### config.mk
export PLATFORM = sky130hd
export DESIGN_NAME = servo_pwm_multi_flat
export DESIGN_NICKNAME = d
export VERILOG_FILES = /design/src/rtl/servo_pwm_multi_if.sv /design/src/rtl/servo_pwm_multi.sv /design/src/flat_wrapper.sv
export SDC_FILE = /design/constraint.sdc
export NUM_CORES = 1
export LEC_CHECK = 0
export CAP_MARGIN = 10
export CORE_MARGIN = 3
export CORE_UTILIZATION = 40
export CTS_CLUSTER_DIAMETER = 50
export DETAILED_ROUTE_END_ITERATION = 12
export DONT_BUFFER_PORTS = 1
export SYNTH_ARGS = -nofsm -noshare
export SYNTH_HDL_FRONTEND = slang
export SYNTH_SLANG_ARGS = --single-unit
export TNS_END_PERCENT = 5
### constraint.sdc
create_clock -name clk_10m -period 5.9 [get_ports clk_10m]
set_input_delay 0.885 -clock clk_10m [delete_from_list [all_inputs] [get_ports clk_10m]]
set_output_delay 0.885 -clock clk_10m [all_outputs]
set_load 0.02 [all_outputs]
### src/rtl/servo_pwm_multi_if.sv
// -----------------------------------------------------------------------------
// servo_pwm_multi_if
//   Bundles the global enable, the valid/ready pulse-width command port and the
//   per-channel servo outputs of servo_pwm_multi.
//
//   Signals
//     en          global enable (low: outputs low, slew frozen, counter at 0)
//     cmd_valid   command present
//     cmd_ready   command accepted when cmd_valid & cmd_ready
//     cmd_ch      target channel index
//     cmd_width   requested pulse width in clock cycles
//     cmd_err     one-cycle pulse after an accepted command with cmd_ch >= CHANNELS
//     pwm_out     servo pulse outputs, one per channel
//     settled     bit i high while current width i equals target width i
//     period_tick one-cycle pulse following the last cycle of each period
//
//   Modports
//     master : steering/direction logic side, drives en and the command fields
//     slave  : the PWM generator, drives ready/err and all servo outputs
// -----------------------------------------------------------------------------
interface servo_pwm_multi_if #(
    parameter int unsigned CHANNELS = 4,
    parameter int unsigned CNT_W    = 16
);
    localparam int unsigned CH_W = (CHANNELS > 1) ? $clog2(CHANNELS) : 1;

    logic                en;
    logic                cmd_valid;
    logic                cmd_ready;
    logic [CH_W-1:0]     cmd_ch;
    logic [CNT_W-1:0]    cmd_width;
    logic                cmd_err;
    logic [CHANNELS-1:0] pwm_out;
    logic [CHANNELS-1:0] settled;
    logic                period_tick;

    modport master (
        output en, cmd_valid, cmd_ch, cmd_width,
        input  cmd_ready, cmd_err, pwm_out, settled, period_tick
    );

    modport slave (
        input  en, cmd_valid, cmd_ch, cmd_width,
        output cmd_ready, cmd_err, pwm_out, settled, period_tick
    );
endinterface

### src/rtl/servo_pwm_multi.sv
// -----------------------------------------------------------------------------
// servo_pwm_multi
//   Multi-channel servo PWM generator for the 10 MHz domain. A single shared
//   period counter drives CHANNELS pulse outputs. Each channel keeps a target
//   width (written over the command port, clamped to [MIN_PULSE, MAX_PULSE])
//   and a current width that moves toward the target by at most SLEW_STEP on
//   each period boundary. Because the current width only changes on the
//   boundary cycle, a pulse is never truncated or stretched mid-period.
//
//   Ports
//     clk_10m  10 MHz system clock
//     rst_n    asynchronous active-low reset
//     bus      servo_pwm_multi_if.slave: en, cmd_valid/cmd_ready/cmd_ch/
//              cmd_width/cmd_err, pwm_out, settled, period_tick
// -----------------------------------------------------------------------------
module servo_pwm_multi #(
    parameter int unsigned CHANNELS   = 4,
    parameter int unsigned CNT_W      = 16,
    parameter int unsigned PERIOD_CYC = 50000,
    parameter int unsigned MIN_PULSE  = 7215,
    parameter int unsigned MAX_PULSE  = 19425,
    parameter int unsigned INIT_PULSE = 11655,
    parameter int unsigned SLEW_STEP  = 555
) (
    input  logic             clk_10m,
    input  logic             rst_n,
    servo_pwm_multi_if.slave bus
);

    localparam int unsigned CH_W = (CHANNELS > 1) ? $clog2(CHANNELS) : 1;

    localparam logic [CNT_W-1:0] LAST_CNT = CNT_W'(PERIOD_CYC - 1);
    localparam logic [CNT_W-1:0] MIN_W    = CNT_W'(MIN_PULSE);
    localparam logic [CNT_W-1:0] MAX_W    = CNT_W'(MAX_PULSE);
    localparam logic [CNT_W-1:0] INIT_W   = CNT_W'(INIT_PULSE);
    localparam logic [CNT_W-1:0] STEP_W   = CNT_W'(SLEW_STEP);
    localparam logic [CNT_W:0]   STEP_X   = (CNT_W+1)'(SLEW_STEP);
    // One extra bit so that CHANNELS itself (e.g. 16 with a 4-bit index) is representable.
    localparam logic [CH_W:0]    CH_LIM   = (CH_W+1)'(CHANNELS);

    // Parameter legality, rejected at elaboration.
    if (!(CHANNELS >= 1 && CHANNELS <= 16 &&
          MIN_PULSE <= INIT_PULSE && INIT_PULSE <= MAX_PULSE &&
          MAX_PULSE < PERIOD_CYC &&
          longint'(PERIOD_CYC) <= (longint'(1) << CNT_W) &&
          longint'(SLEW_STEP)  <  (longint'(1) << CNT_W))) begin : g_param_check
        $error("servo_pwm_multi: illegal parameter combination");
    end

    // -------------------------------------------------------------------------
    // Helpers
    // -------------------------------------------------------------------------
    function automatic logic [CNT_W-1:0] clamp_width(input logic [CNT_W-1:0] w);
        if (w < MIN_W) begin
            return MIN_W;
        end
        if (w > MAX_W) begin
            return MAX_W;
        end
        return w;
    endfunction

    // Move cur toward tgt by at most SLEW_STEP. The comparison is done on
    // CNT_W+1 bits so cur+STEP cannot wrap, and a remaining distance of at most
    // one step snaps exactly onto the target instead of overshooting it.
    function automatic logic [CNT_W-1:0] slew_toward(input logic [CNT_W-1:0] cur,
                                                      input logic [CNT_W-1:0] tgt);
        logic [CNT_W:0] reach;
        reach = '0;
        if (SLEW_STEP == 0) begin
            return tgt;
        end
        if (tgt >= cur) begin
            reach = {1'b0, cur} + STEP_X;
            return (reach >= {1'b0, tgt}) ? tgt : reach[CNT_W-1:0];
        end
        reach = {1'b0, tgt} + STEP_X;
        return (reach >= {1'b0, cur}) ? tgt : (cur - STEP_W);
    endfunction

    // -------------------------------------------------------------------------
    // State
    // -------------------------------------------------------------------------
    logic [CNT_W-1:0]    cnt_q, cnt_d;
    logic [CNT_W-1:0]    tgt_q [CHANNELS];
    logic [CNT_W-1:0]    tgt_d [CHANNELS];
    logic [CNT_W-1:0]    cur_q [CHANNELS];
    logic [CNT_W-1:0]    cur_d [CHANNELS];
    logic [CHANNELS-1:0] pwm_q, pwm_d;
    logic [CHANNELS-1:0] settled_q, settled_d;
    logic                tick_q, tick_d;
    logic                err_q, err_d;

    logic                boundary;
    logic                cmd_ready;
    logic                cmd_fire;
    logic                ch_ok;
    logic [CNT_W-1:0]    width_clamped;

    // The boundary cycle is the only cycle that updates cur; holding ready low
    // there keeps target writes and slew updates in separate cycles.
    assign boundary      = bus.en & (cnt_q == LAST_CNT);
    assign cmd_ready     = rst_n & ~boundary;
    assign cmd_fire      = bus.cmd_valid & cmd_ready;
    assign ch_ok         = ({1'b0, bus.cmd_ch} < CH_LIM);
    assign width_clamped = clamp_width(bus.cmd_width);

    always_comb begin
        cnt_d     = '0;
        pwm_d     = '0;
        settled_d = '0;
        tick_d    = boundary;
        err_d     = cmd_fire & ~ch_ok;

        if (bus.en && !boundary) begin
            cnt_d = cnt_q + CNT_W'(1);
        end

        for (int unsigned i = 0; i < CHANNELS; i++) begin
            // Output registered one cycle behind the counter value it reflects.
            pwm_d[i]     = bus.en & (cnt_q < cur_q[i]);
            settled_d[i] = (cur_q[i] == tgt_q[i]);

            cur_d[i] = cur_q[i];
            if (boundary) begin
                cur_d[i] = slew_toward(cur_q[i], tgt_q[i]);
            end

            tgt_d[i] = tgt_q[i];
            if (cmd_fire && ch_ok && (bus.cmd_ch == CH_W'(i))) begin
                tgt_d[i] = width_clamped;
            end
        end
    end

    always_ff @(posedge clk_10m or negedge rst_n) begin
        if (!rst_n) begin
            cnt_q     <= '0;
            pwm_q     <= '0;
            settled_q <= '1;
            tick_q    <= 1'b0;
            err_q     <= 1'b0;
            for (int unsigned i = 0; i < CHANNELS; i++) begin
                tgt_q[i] <= INIT_W;
                cur_q[i] <= INIT_W;
            end
        end else begin
            cnt_q     <= cnt_d;
            pwm_q     <= pwm_d;
            settled_q <= settled_d;
            tick_q    <= tick_d;
            err_q     <= err_d;
            for (int unsigned i = 0; i < CHANNELS; i++) begin
                tgt_q[i] <= tgt_d[i];
                cur_q[i] <= cur_d[i];
            end
        end
    end

    assign bus.cmd_ready   = cmd_ready;
    assign bus.cmd_err     = err_q;
    assign bus.pwm_out     = pwm_q;
    assign bus.settled     = settled_q;
    assign bus.period_tick = tick_q;

endmodule

### src/flat_wrapper.sv
// flat-port wrapper written by rule: the top's interface ports become plain ports
module servo_pwm_multi_flat 
#(
    parameter int unsigned CHANNELS   = 4,
    parameter int unsigned CNT_W      = 16,
    parameter int unsigned PERIOD_CYC = 50000,
    parameter int unsigned MIN_PULSE  = 7215,
    parameter int unsigned MAX_PULSE  = 19425,
    parameter int unsigned INIT_PULSE = 11655,
    parameter int unsigned SLEW_STEP  = 555
)
  (clk_10m, rst_n, bus_en, bus_cmd_valid, bus_cmd_ch, bus_cmd_width, bus_cmd_ready, bus_cmd_err, bus_pwm_out, bus_settled, bus_period_tick);
  servo_pwm_multi_if #(.CHANNELS(CHANNELS), .CNT_W(CNT_W)) bus_i ();
  input  logic clk_10m;
  input  logic rst_n;
  input wire logic [$bits(bus_i.en)-1:0] bus_en;
  input wire logic [$bits(bus_i.cmd_valid)-1:0] bus_cmd_valid;
  input wire logic [$bits(bus_i.cmd_ch)-1:0] bus_cmd_ch;
  input wire logic [$bits(bus_i.cmd_width)-1:0] bus_cmd_width;
  output wire logic [$bits(bus_i.cmd_ready)-1:0] bus_cmd_ready;
  output wire logic [$bits(bus_i.cmd_err)-1:0] bus_cmd_err;
  output wire logic [$bits(bus_i.pwm_out)-1:0] bus_pwm_out;
  output wire logic [$bits(bus_i.settled)-1:0] bus_settled;
  output wire logic [$bits(bus_i.period_tick)-1:0] bus_period_tick;
  assign bus_i.en = bus_en;
  assign bus_i.cmd_valid = bus_cmd_valid;
  assign bus_i.cmd_ch = bus_cmd_ch;
  assign bus_i.cmd_width = bus_cmd_width;
  assign bus_cmd_ready = bus_i.cmd_ready;
  assign bus_cmd_err = bus_i.cmd_err;
  assign bus_pwm_out = bus_i.pwm_out;
  assign bus_settled = bus_i.settled;
  assign bus_period_tick = bus_i.period_tick;
  servo_pwm_multi #(.CHANNELS(CHANNELS), .CNT_W(CNT_W), .PERIOD_CYC(PERIOD_CYC), .MIN_PULSE(MIN_PULSE), .MAX_PULSE(MAX_PULSE), .INIT_PULSE(INIT_PULSE), .SLEW_STEP(SLEW_STEP)) u_core (.clk_10m(clk_10m), .rst_n(rst_n), .bus(bus_i));
endmodule
==> reports/qor.yml, run 1 <==
sta:
  rsz0062_at_grt: "no"
  fin_worst_skew_ns: 0.0126
  drv_slew: 0
  hold_violations: 0
  fmax_ghz: 0.195
  hold_slack_ns: 0.128
  max_slew_margin_pct: 18.3
  period_minus_slack_ns: 5.12
  post-route-period-util_pct: 86.7
  setup-violations-final: 0
  setup_tns_ns: 0
  tightest_slew_ns: 1.22
yosys:
  ys_seq_elements: 153
  netlist_top_cells_area: "ha_1 20%, dfrtp_1 13%, dfstp_2 11%"
  ys.flop_type: "dfrtp_1"
  async_flop_share_pct: 100
  seq_area_frac_synth_pct: 24.1
  synth_edf_count: 0
  avgSynthCellArea_um2: 8.17
  synth_top_area_share_pct: 20.1
  synth_cells: 1987
  synth_largest_area_cell: "ha_1"
  synth.distinct_cells: 93
  netlist_area_um2: 16200
  ys_warn_count: 0
  syn_nets: 2270
critical_path:
  rr_startpoint: "u_core.tgt_q[1]$_DFFE_PN1P_"
  path_cells: "inv_1 > a21oi_1 > o21ai_0 > a2111oi_0 > o21ai_0 > nand2b_1 > xnor2_1 > ha_1 > a21oi_1 > or4b_1 > a32oi_1 > nand3_2 > nand2_4 > nor2_1 > o41ai_2"
  critPathSlowestCell: "a2111oi_0"
  end_kind: "flip-flop"
  cp_max_fo: 19
  critPathMaxStageDelay_ns: 0.77
  critical_path_depth: 15
  critPathKind: "flip-flop to flip-flop"
  crit_start: "u_core.tgt_q[1]$_DFFE_PN1P_"
  crit_family: "compound AO/OA/AOI/OAI gates"
  cp.buffers_inverters: 1
  reg2regPathDepth: 15
  start_kind: "flip-flop"
  required_ns: 6.24
  cp.arrival_ns: 5.46
cells_and_area:
  nets: 2222
  filler_cell_count: 3983
  drive_above_1_share_pct: 7.17
  multiInputGateArea_um2: 11400
  antenna_cells: 0
  area_delta_synth_final_pct: 6.20
  seq_area_um2: 3910
  postLayoutCoreUtil_pct: 43.2
global_routing:
  grt_pass1_wl_um: 80500
  use_met1_pct: 31.7
  grt_usage_pct: 23.1
  first_global_vias: 14400
  top_usage_layer: "met2"
  grt_max_degree: 156
  use_met3_pct: 3.42
  grt_overflow: 0
  antenna_found_initial: 1
  grt_use_met2_pct: 37.6
cts:
  ctsHoldBuffers: 0
  cts_tree: "done"
  worstSkewPairLatency_ns: 0.45
  cts_setup_buffers: 0
  cts_resized: 0
  root_buffer: "clkbuf_16"
  cts-htree-levels: 4
  clk_pin_slew_ns: 0.07
  numClockSinks: 153
  cts_made_buffers: 17
  cts_buffer_depth: 2
routing:
  vias: 15000
  via_per_inst: 6.07
  antenna_left: 0
  drtIter0Drc: 1140
  wl_per_cell_um: 20.5
  drc: 0
  drt_pre_antenna_iters: 5
  wl_um: 50800
power_and_ir_drop:
  powerDensity_nw_per_um2: 248
  ir_worst_vdd_mv: 0.231
  leakage_uw: 0.00771
die:
  fp-row-count: 73
  die_w_um: 207
  die_area_um2: 43100
  floorplan.initialDensity_pct: 40.7
  fp.dieH_um: 207
  pin_count: 33
  core_area_um2: 39900
placed_design:
  hpwl_um: 38400
  portBuffers: 0
  gp_congestion: 0.932
status:
  outcome: "complete, no violations"
flow_run:
  cap_violations: 0
min_path:
  holdCritPathClass: "input port to async pin"
path summary, 6_finish.rpt:
check,end,slack [ns]
worst min-delay path,u_core.cur_q[62]$_DFFE_PN0P_,0.13
worst max register to register,u_core.cur_q[9]$_DFFE_PN0P_,0.78
max in group asynchronous,u_core.cur_q[17]$_DFFE_PN1P_,5.41
worst min register to register,u_core.tgt_q[32]$_DFFE_PN1P_,0.50
min in group clk_10m,u_core.tgt_q[32]$_DFFE_PN1P_,0.50
worst max-delay path,u_core.cur_q[9]$_DFFE_PN0P_,0.78
worst register-to-register path, stage by stage (launching register included):
cell and delay [ns]:
dfstp_2 0.56, inv_1 0.08, a21oi_1 0.22, o21ai_0 0.18, a2111oi_0 0.77, o21ai_0 0.28
nand2b_1 0.23, xnor2_1 0.20, ha_1 0.27, a21oi_1 0.22, or4b_1 0.50, a32oi_1 0.27
nand3_2 0.44, nand2_4 0.33, nor2_1 0.09, o41ai_2 0.35
state kept, by name, summed over array words and instances, names as in the netlist:
signal / cells
u_core.cnt_q: 16
u_core.bus.settled: 4
u_core.cur_q: 64
u_core.bus.pwm_out: 4
u_core.bus.period_tick: 1
u_core.tgt_q: 64
layout by cell type (no fill, tap or decap), drive strengths merged, types with 23 or more instances in the layout:
| cell | Yosys | layout |
|---|---|---|
| a21oi | 144 | 144 |
| nor3 | 59 | 59 |
| nand3 | 46 | 46 |
| a21o | 52 | 52 |
| o21ai | 145 | 145 |
| dfstp | 68 | 68 |
| and3 | 31 | 31 |
| nor2 | 179 | 179 |
| ha | 261 | 261 |
| dfrtp | 85 | 85 |
| a31oi | 26 | 26 |
| a211oi | 23 | 23 |
| mux2i | 25 | 25 |
| inv | 144 | 147 |
| o221ai | 26 | 26 |
| xnor2 | 121 | 121 |
| nand2 | 159 | 159 |
| nand4 | 38 | 38 |
kinds of logic (layout without fill, tap and decap cells):
kind of cell	count (synthesis)	count (layout)	share of synthesized area, %
AOI/OAI and AO/OA	574	574	23.2
DFF	153	153	24.1
muxes	31	31	1.96
other	1	1	0.0231
buffers and inverters	227	192	5.52
xor gates and xnor gates	131	131	7.06
adders and majority gates	261	261	20.1
and+or+nand+nor	609	609	18.0
through the flow:
step / worst slack (ns) / cells / total power, uW / area, um2
after floorplan: 1.85 / 1987 / 2640 / 16200
after global placement: 1.09 / 2445 / 3030 / 16600
after detailed placement: 0.884 / 2445 / 3080 / 16600
after CTS: 0.865 / 2477 / 4280 / 17200
after global routing: 0.267 / 2477 / 4590 / 17200
final: 0.783 / 2477 / 4280 / 17200
Yosys cell counts (6+ instances only):
master     count
a2111oi_0      9
a211oi_1      23
a21boi_0       7
a21o_1        52
a21oi_1      143
a221oi_1      13
a31oi_1       26
a41oi_1        6
and2_1        15
and3_1        30
and4_1        13
buf_2         17
clkbuf_1      54
clkinv_1       6
dfrtp_1       85
dfstp_2       68
ha_1         261
inv_1        143
mux2_2         6
mux2i_1       25
nand2_1      157
nand2b_1      11
nand3_1       45
nand4_1       38
nor2_1       178
nor2b_1       12
nor3_1        58
nor4_1        16
o211ai_1      17
o21a_1        15
o21ai_0      140
o221ai_1      26
o22ai_1       15
o31ai_1        9
o41ai_1        6
or3_1          7
xnor2_1      121
xor2_1        10
layer usage:
layer	vias to the layer above	wire length [um]
met5	-	0
met4	0	1420
li1	7183	-
met3	85	2900
met1	7241	23200
met2	519	23200
layout make-up:
cell class | instances | area share [%]
Clock buffer | 19 | 2.51
Clock inverter | 13 | 0.979
Inverter | 150 | 3.26
Multi-Input combinational cell | 1607 | 66.3
Sequential cell | 153 | 22.7
Tap cell | 525 | 3.81
Timing Repair Buffer | 10 | 0.435
power by group:
group          internal (uW)  switching (uW)
Clock                    670             515
Combinational            695            1010
Sequential              1180             204
Total                   2550            1730
Power figures use the tool's default switching activity.
==> run 2, diff against run 1 <==
==> constraint.sdc (replaced) <==
create_clock -name clk_10m -period 4.7 [get_ports clk_10m]
set_input_delay 0.705 -clock clk_10m [delete_from_list [all_inputs] [get_ports clk_10m]]
set_output_delay 0.705 -clock clk_10m [all_outputs]
set_load 0.1 [all_outputs]
==> reports/qor.yml, run 2 (synthesis results as in run 1) <==
status:
  outcome: "complete, no violations"
cells_and_area:
  drive_above_1_share_pct: 9.51  # +2.3 points
  nets: 2267  # +2.0%
  postLayoutCoreUtil_pct: 44.2  # +0.96 points
  final_cells: 2523  # +1.9%
  area_delta_synth_final_pct: 8.55
  final_cell_mix: "261 x ha_1, 177 x nor2_1, 157 x nand2_1, 143 x inv_1, 143 x a21oi_1"
  mostFrequentLayoutCell: "ha_1"
  top_regs: "u_core.cur_q x64, u_core.tgt_q x64, u_core.cnt_q x16"
global_routing:
  grt_overflow: 0  # unchanged
  grt_max_degree: 86  # -45%
  first_global_vias: 15100  # +4.4%
  grt_usage_pct: 23.9  # +0.75 points
  grt_pass1_wl_um: 82800  # +2.8%
  antenna_found_initial: 0  # -1
cts:
  clk_pin_slew_ns: 0.07  # about the same
  root_buffer: "clkbuf_16"
  cts_buffer_depth: 2  # unchanged
  numClockSinks: 153  # unchanged
  cts-htree-levels: 4  # unchanged
  cts_tree: "done"
  worstSkewPairLatency_ns: 0.46  # about the same
  cts_made_buffers: 17  # unchanged
routing:
  via_per_inst: 6.05  # -0.26%
  antenna_left: 0  # unchanged
  drc: 0  # unchanged
  wl_per_cell_um: 20.8  # +1.3%
  drtIter0Drc: 1118  # -1.9%
  drt_pre_antenna_iters: 5  # unchanged
  wl_um: 52400  # +3.2%
  vias: 15300  # +1.6%
die:
  core_area_um2: 39900  # unchanged
  floorplan.initialDensity_pct: 40.7  # unchanged
  die_w_um: 207  # unchanged
  fp.dieH_um: 207  # unchanged
  die_area_um2: 43100  # unchanged
  pin_count: 33  # unchanged
  fp-row-count: 73  # unchanged
power_and_ir_drop:
  powerDensity_nw_per_um2: 310  # +25%
  power_uw: 5470  # +28%
  ir_worst_vdd_mv: 0.270  # +17%
  leakage_uw: 0.00794  # +3.0%
critical_path:
  rr_startpoint: "u_core.tgt_q[1]$_DFFE_PN1P_"
  critPathKind: "flip-flop to flip-flop"
  start_kind: "flip-flop"
  required_ns: 5.05  # -1.19 ns
  crit_start: "u_core.tgt_q[1]$_DFFE_PN1P_"
  cp_max_fo: 14  # -5
  end_kind: "flip-flop"
  cp.arrival_ns: 4.78  # -0.68 ns
sta:
  max_slew_margin_pct: 21.9  # +3.6 points
  hold_violations: 0  # unchanged
  fin_worst_skew_ns: 0.0162  # +0.00366 ns
  hold_slack_ns: 0.102  # -0.0262 ns
  setup-violations-final: 0  # unchanged
  period_minus_slack_ns: 4.43  # -0.687 ns
  post-route-period-util_pct: 94.3  # +7.5 points
  fmax_ghz: 0.226  # +16%
  drv_slew: 0  # unchanged
  tightest_slew_ns: 1.16  # -0.0534 ns
  worst_slack_ns: 0.270  # -0.513 ns
placed_design:
  hpwl_um: 39500  # +2.8%
  gp_congestion: 0.906  # -2.9%
  pre_cts_ws_ns: 0.167  # -0.717 ns
  dpl.cell_count: 2488  # +1.8%
  portBuffers: 0  # unchanged
flow_run:
  cap_violations: 0  # unchanged
min_path:
  holdCritPathClass: "input port to async pin"
## run 2: per-stage QoR
stage / instance area [um2] / setup TNS, ns
after floorplan: 16200 / 0
after global placement: 17000 / 0
after detailed placement: 17000 / 0
after CTS: 17600 / 0
after global routing: 17600 / -0.00230
final: 17600 / 0
## run 2: layout make-up
class / instances / area (um2)
fill: 3915 / 22300
multi-input combinational: 1607 / 11500
sequential: 153 / 3910
tap: 525 / 657
inverter: 150 / 563
clock buffer: 19 / 443
timing repair buffer: 55 / 433
clock inverter: 13 / 148
antenna: 1 / 2.50
## run 2: what timing repair did
item                                   CTS  global route
setup endpoints to repair                0            24
buffers inserted                         0             0
hold buffers                             1             0
endpoints found under the hold margin   85             0
gates resized for setup                  0             8
## run 2: critical path, cell delays in order, from the launching register on
cell,delay [ns]
dfstp_2,0.57
inv_1,0.08
a21oi_1,0.24
o21ai_1,0.15
a2111oi_1,0.42
buf_4,0.19
o21ai_0,0.14
nor3_1,0.21
xnor2_1,0.11
ha_1,0.20
a21o_1,0.17
a21oi_1,0.20
or4b_1,0.52
a32oi_2,0.29
nand3_4,0.24
nand2_4,0.20
o32ai_1,0.11
o32ai_1,0.29
## run 2: layer usage
layer | global-route usage [%] | vias up | routed length [um]
met5 | 0 | - | 0
met4 | 7.98 | 0 | 1400
met3 | 4.17 | 95 | 2820
met2 | 39.8 | 496 | 24400
met1 | 31.4 | 7388 | 23800
li1 | - | 7289 | -
## run 2: final timing paths
check	end	depth (start not counted)	slack (ns)
max reg2reg	u_core.cur_q[3]$_DFFE_PN0P_	17	0.27
min in group clk_10m	u_core.tgt_q[31]$_DFFE_PN0P_	1	0.36
max	u_core.cur_q[3]$_DFFE_PN0P_	17	0.27
min	u_core.cur_q[61]$_DFFE_PN1P_	0	0.10
max in group asynchronous	u_core.bus.pwm_out[3]$_DFF_PN0_	1	4.10
min reg2reg	u_core.tgt_q[32]$_DFFE_PN1P_	2	0.50
## run 2: where the power goes
| group | switching (uW) | internal, uW | leakage [uW] |
|---|---|---|---|
| logic | 1340 | 935 | 0.00589 |
| clock network | 653 | 802 | 0.000276 |
| registers | 251 | 1490 | 0.00177 |
| total | 2240 | 3220 | 0.00794 |
==> run 3, diff against run 2 <==
--- a/config.mk
+++ b/config.mk
@@ -11,6 +11,7 @@
 export CTS_CLUSTER_DIAMETER = 50
 export DETAILED_ROUTE_END_ITERATION = 12
 export DONT_BUFFER_PORTS = 1
+export SKIP_LAST_GASP = 1
 export SYNTH_ARGS = -nofsm -noshare
 export SYNTH_HDL_FRONTEND = slang
 export SYNTH_SLANG_ARGS = --single-unit
==> reports/qor.yml, run 3 (synthesis results as in run 1) <==
critical_path:
  cp.buffers_inverters: 2  # unchanged
  critPathSlowestCell: "dfstp_2"
  cp_max_fo: 14  # unchanged
  crit_family: "compound AO/OA/AOI/OAI gates"
  critPathMaxStageDelay_ns: 0.57  # about the same
  required_ns: 5.07  # +0.02 ns
  end_kind: "flip-flop"
  path_cells: "inv_1 > a21oi_1 > o21ai_0 > a2111oi_0 > buf_4 > o21ai_0 > nor3_1 > xnor2_1 > ha_1 > a21o_1 > a21oi_1 > or4b_1 > a32oi_2 > nand3_4 > o32a_1 > o22ai_1 > a211oi_1"
  start_kind: "flip-flop"
  cp.arrival_ns: 4.90  # +0.12 ns
  critPathKind: "flip-flop to flip-flop"
cells_and_area:
  area_delta_synth_final_pct: 8.47  # about the same
  mostFrequentLayoutCell: "ha_1"
  filler_cell_count: 3913  # -0.051%
  nets: 2267  # unchanged
  finalInstanceArea_um2: 17600  # about the same
  final_cell_mix: "261 x ha_1, 177 x nor2_1, 157 x nand2_1, 143 x inv_1, 143 x a21oi_1"
  drive_above_1_share_pct: 9.41  # -0.10 points
  top_regs: "u_core.cur_q x64, u_core.tgt_q x64, u_core.cnt_q x16"
  postLayoutCoreUtil_pct: 44.1  # about the same
  antenna_cells: 0  # -1
die:
  floorplan.initialDensity_pct: 40.7  # unchanged
  fp.dieH_um: 207  # unchanged
  fp-row-count: 73  # unchanged
  die_w_um: 207  # unchanged
  die_area_um2: 43100  # unchanged
  core_area_um2: 39900  # unchanged
  pin_count: 33  # unchanged
cts:
  cts-htree-levels: 4  # unchanged
  clk_pin_slew_ns: 0.07  # about the same
  cts_made_buffers: 17  # unchanged
  numClockSinks: 153  # unchanged
  root_buffer: "clkbuf_16"
  cts_setup_buffers: 0  # unchanged
  cts_tree: "done"
  cts_buffer_depth: 2  # unchanged
  worstSkewPairLatency_ns: 0.46  # about the same
sta:
  fin_worst_skew_ns: 0.0159  # -0.000315 ns
  tightest_slew_ns: 1.16  # -0.00624 ns
  drv_slew: 0  # unchanged
  max_slew_margin_pct: 22.3  # +0.42 points
  setup-violations-final: 0  # unchanged
  rsz0062_at_grt: "yes"
  fmax_ghz: 0.221  # -2.2%
  worst_slack_ns: 0.170  # -0.0998 ns
  period_minus_slack_ns: 4.53  # +0.0998 ns
  hold_slack_ns: 0.101  # -0.00110 ns
  hold_violations: 0  # unchanged
  post-route-period-util_pct: 96.4  # +2.1 points
  setup_tns_ns: 0  # unchanged
placed_design:
  pre_cts_ws_ns: 0.167  # unchanged
  placed_cell_area_um2: 17000  # unchanged
  hpwl_um: 39500  # unchanged
  gp_congestion: 0.906  # unchanged
  portBuffers: 0  # unchanged
routing:
  via_per_inst: 6.07  # +0.24%
  antenna_left: 0  # unchanged
  wl_per_cell_um: 20.8  # +0.23%
  vias: 15300  # +0.20%
  drt_pre_antenna_iters: 5  # unchanged
  drc: 0  # unchanged
  wl_um: 52500  # +0.19%
  drtIter0Drc: 1150  # +2.9%
global_routing:
  first_global_vias: 15100  # unchanged
  grt_pass1_wl_um: 82800  # unchanged
  grt_overflow: 0  # unchanged
  grt_max_degree: 86  # unchanged
  antenna_found_initial: 0  # unchanged
  grt_usage_pct: 23.9  # unchanged
power_and_ir_drop:
  leakage_uw: 0.00794  # about the same
  powerDensity_nw_per_um2: 310  # about the same
  ir_worst_vdd_mv: 0.270  # +0.32%
flow_run:
  cap_violations: 0  # unchanged
status:
  outcome: "complete, no violations"
min_path:
  holdCritPathClass: "input port to async pin"
## run 3: cell types whose count changed in the layout (fill, tap and decap cells not counted), sizes merged
cell and delta:
diode -1
## run 3: path summary, 6_finish.rpt
| path | to | depth (start not counted) | startpoint | slack, ns |
|---|---|---|---|---|
| setup / recovery | u_core.cur_q[11]$_DFFE_PN1P_ | 17 | u_core.tgt_q[1]$_DFFE_PN1P_ | 0.17 |
| hold / removal | u_core.cur_q[61]$_DFFE_PN1P_ | 0 | rst_n | 0.10 |
| setup reg to reg | u_core.cur_q[11]$_DFFE_PN1P_ | 17 | u_core.tgt_q[1]$_DFFE_PN1P_ | 0.17 |
| hold reg to reg | u_core.tgt_q[32]$_DFFE_PN1P_ | 2 | u_core.tgt_q[32]$_DFFE_PN1P_ | 0.50 |
| max in group asynchronous | u_core.cur_q[28]$_DFFE_PN0P_ | 1 | rst_n | 4.10 |
| min in group clk_10m | u_core.tgt_q[31]$_DFFE_PN0P_ | 1 | bus_cmd_ch[1] | 0.36 |
## run 3: per-stage QoR
step,cells,power (uW)
floorplan,1987,3330
global placement,2488,3890
detailed placement,2488,3960
CTS,2521,5450
global route,2522,5840
finish,2522,5470
## run 3: area by class of cell
class,count,area (um2),area share [%]
repair buffers,55,433,2.46
clock buffers,19,443,2.51
well taps,525,657,3.73
multi-input cells,1607,11500,65.0
inverters,150,563,3.20
clock inverters,13,148,0.838
flip-flops and latches,153,3910,22.2
## run 3: timing repair
item                       CTS  global route
hold buffers                 1             0
hold endpoints to repair    85             0
resized for setup            0             4
setup endpoints to repair    0            24
## run 3: metal layers
layer,track usage (%),wire length [um],up-vias,part of all wire (%)
li1,-,-,7298,-
met1,31.4,23900,7409,46
met2,39.8,24400,492,46
met3,4.17,2780,100,5.3
met4,7.98,1460,0,2.8
met5,0,0,-,0
## run 3: report_power, final
| part | internal, uW | total [uW] | leakage, uW | switching, uW |
|---|---|---|---|---|
| registers | 1490 | 1740 | 0.00177 | 250 |
| logic | 934 | 2270 | 0.00589 | 1340 |
| clock network | 802 | 1460 | 0.000276 | 654 |
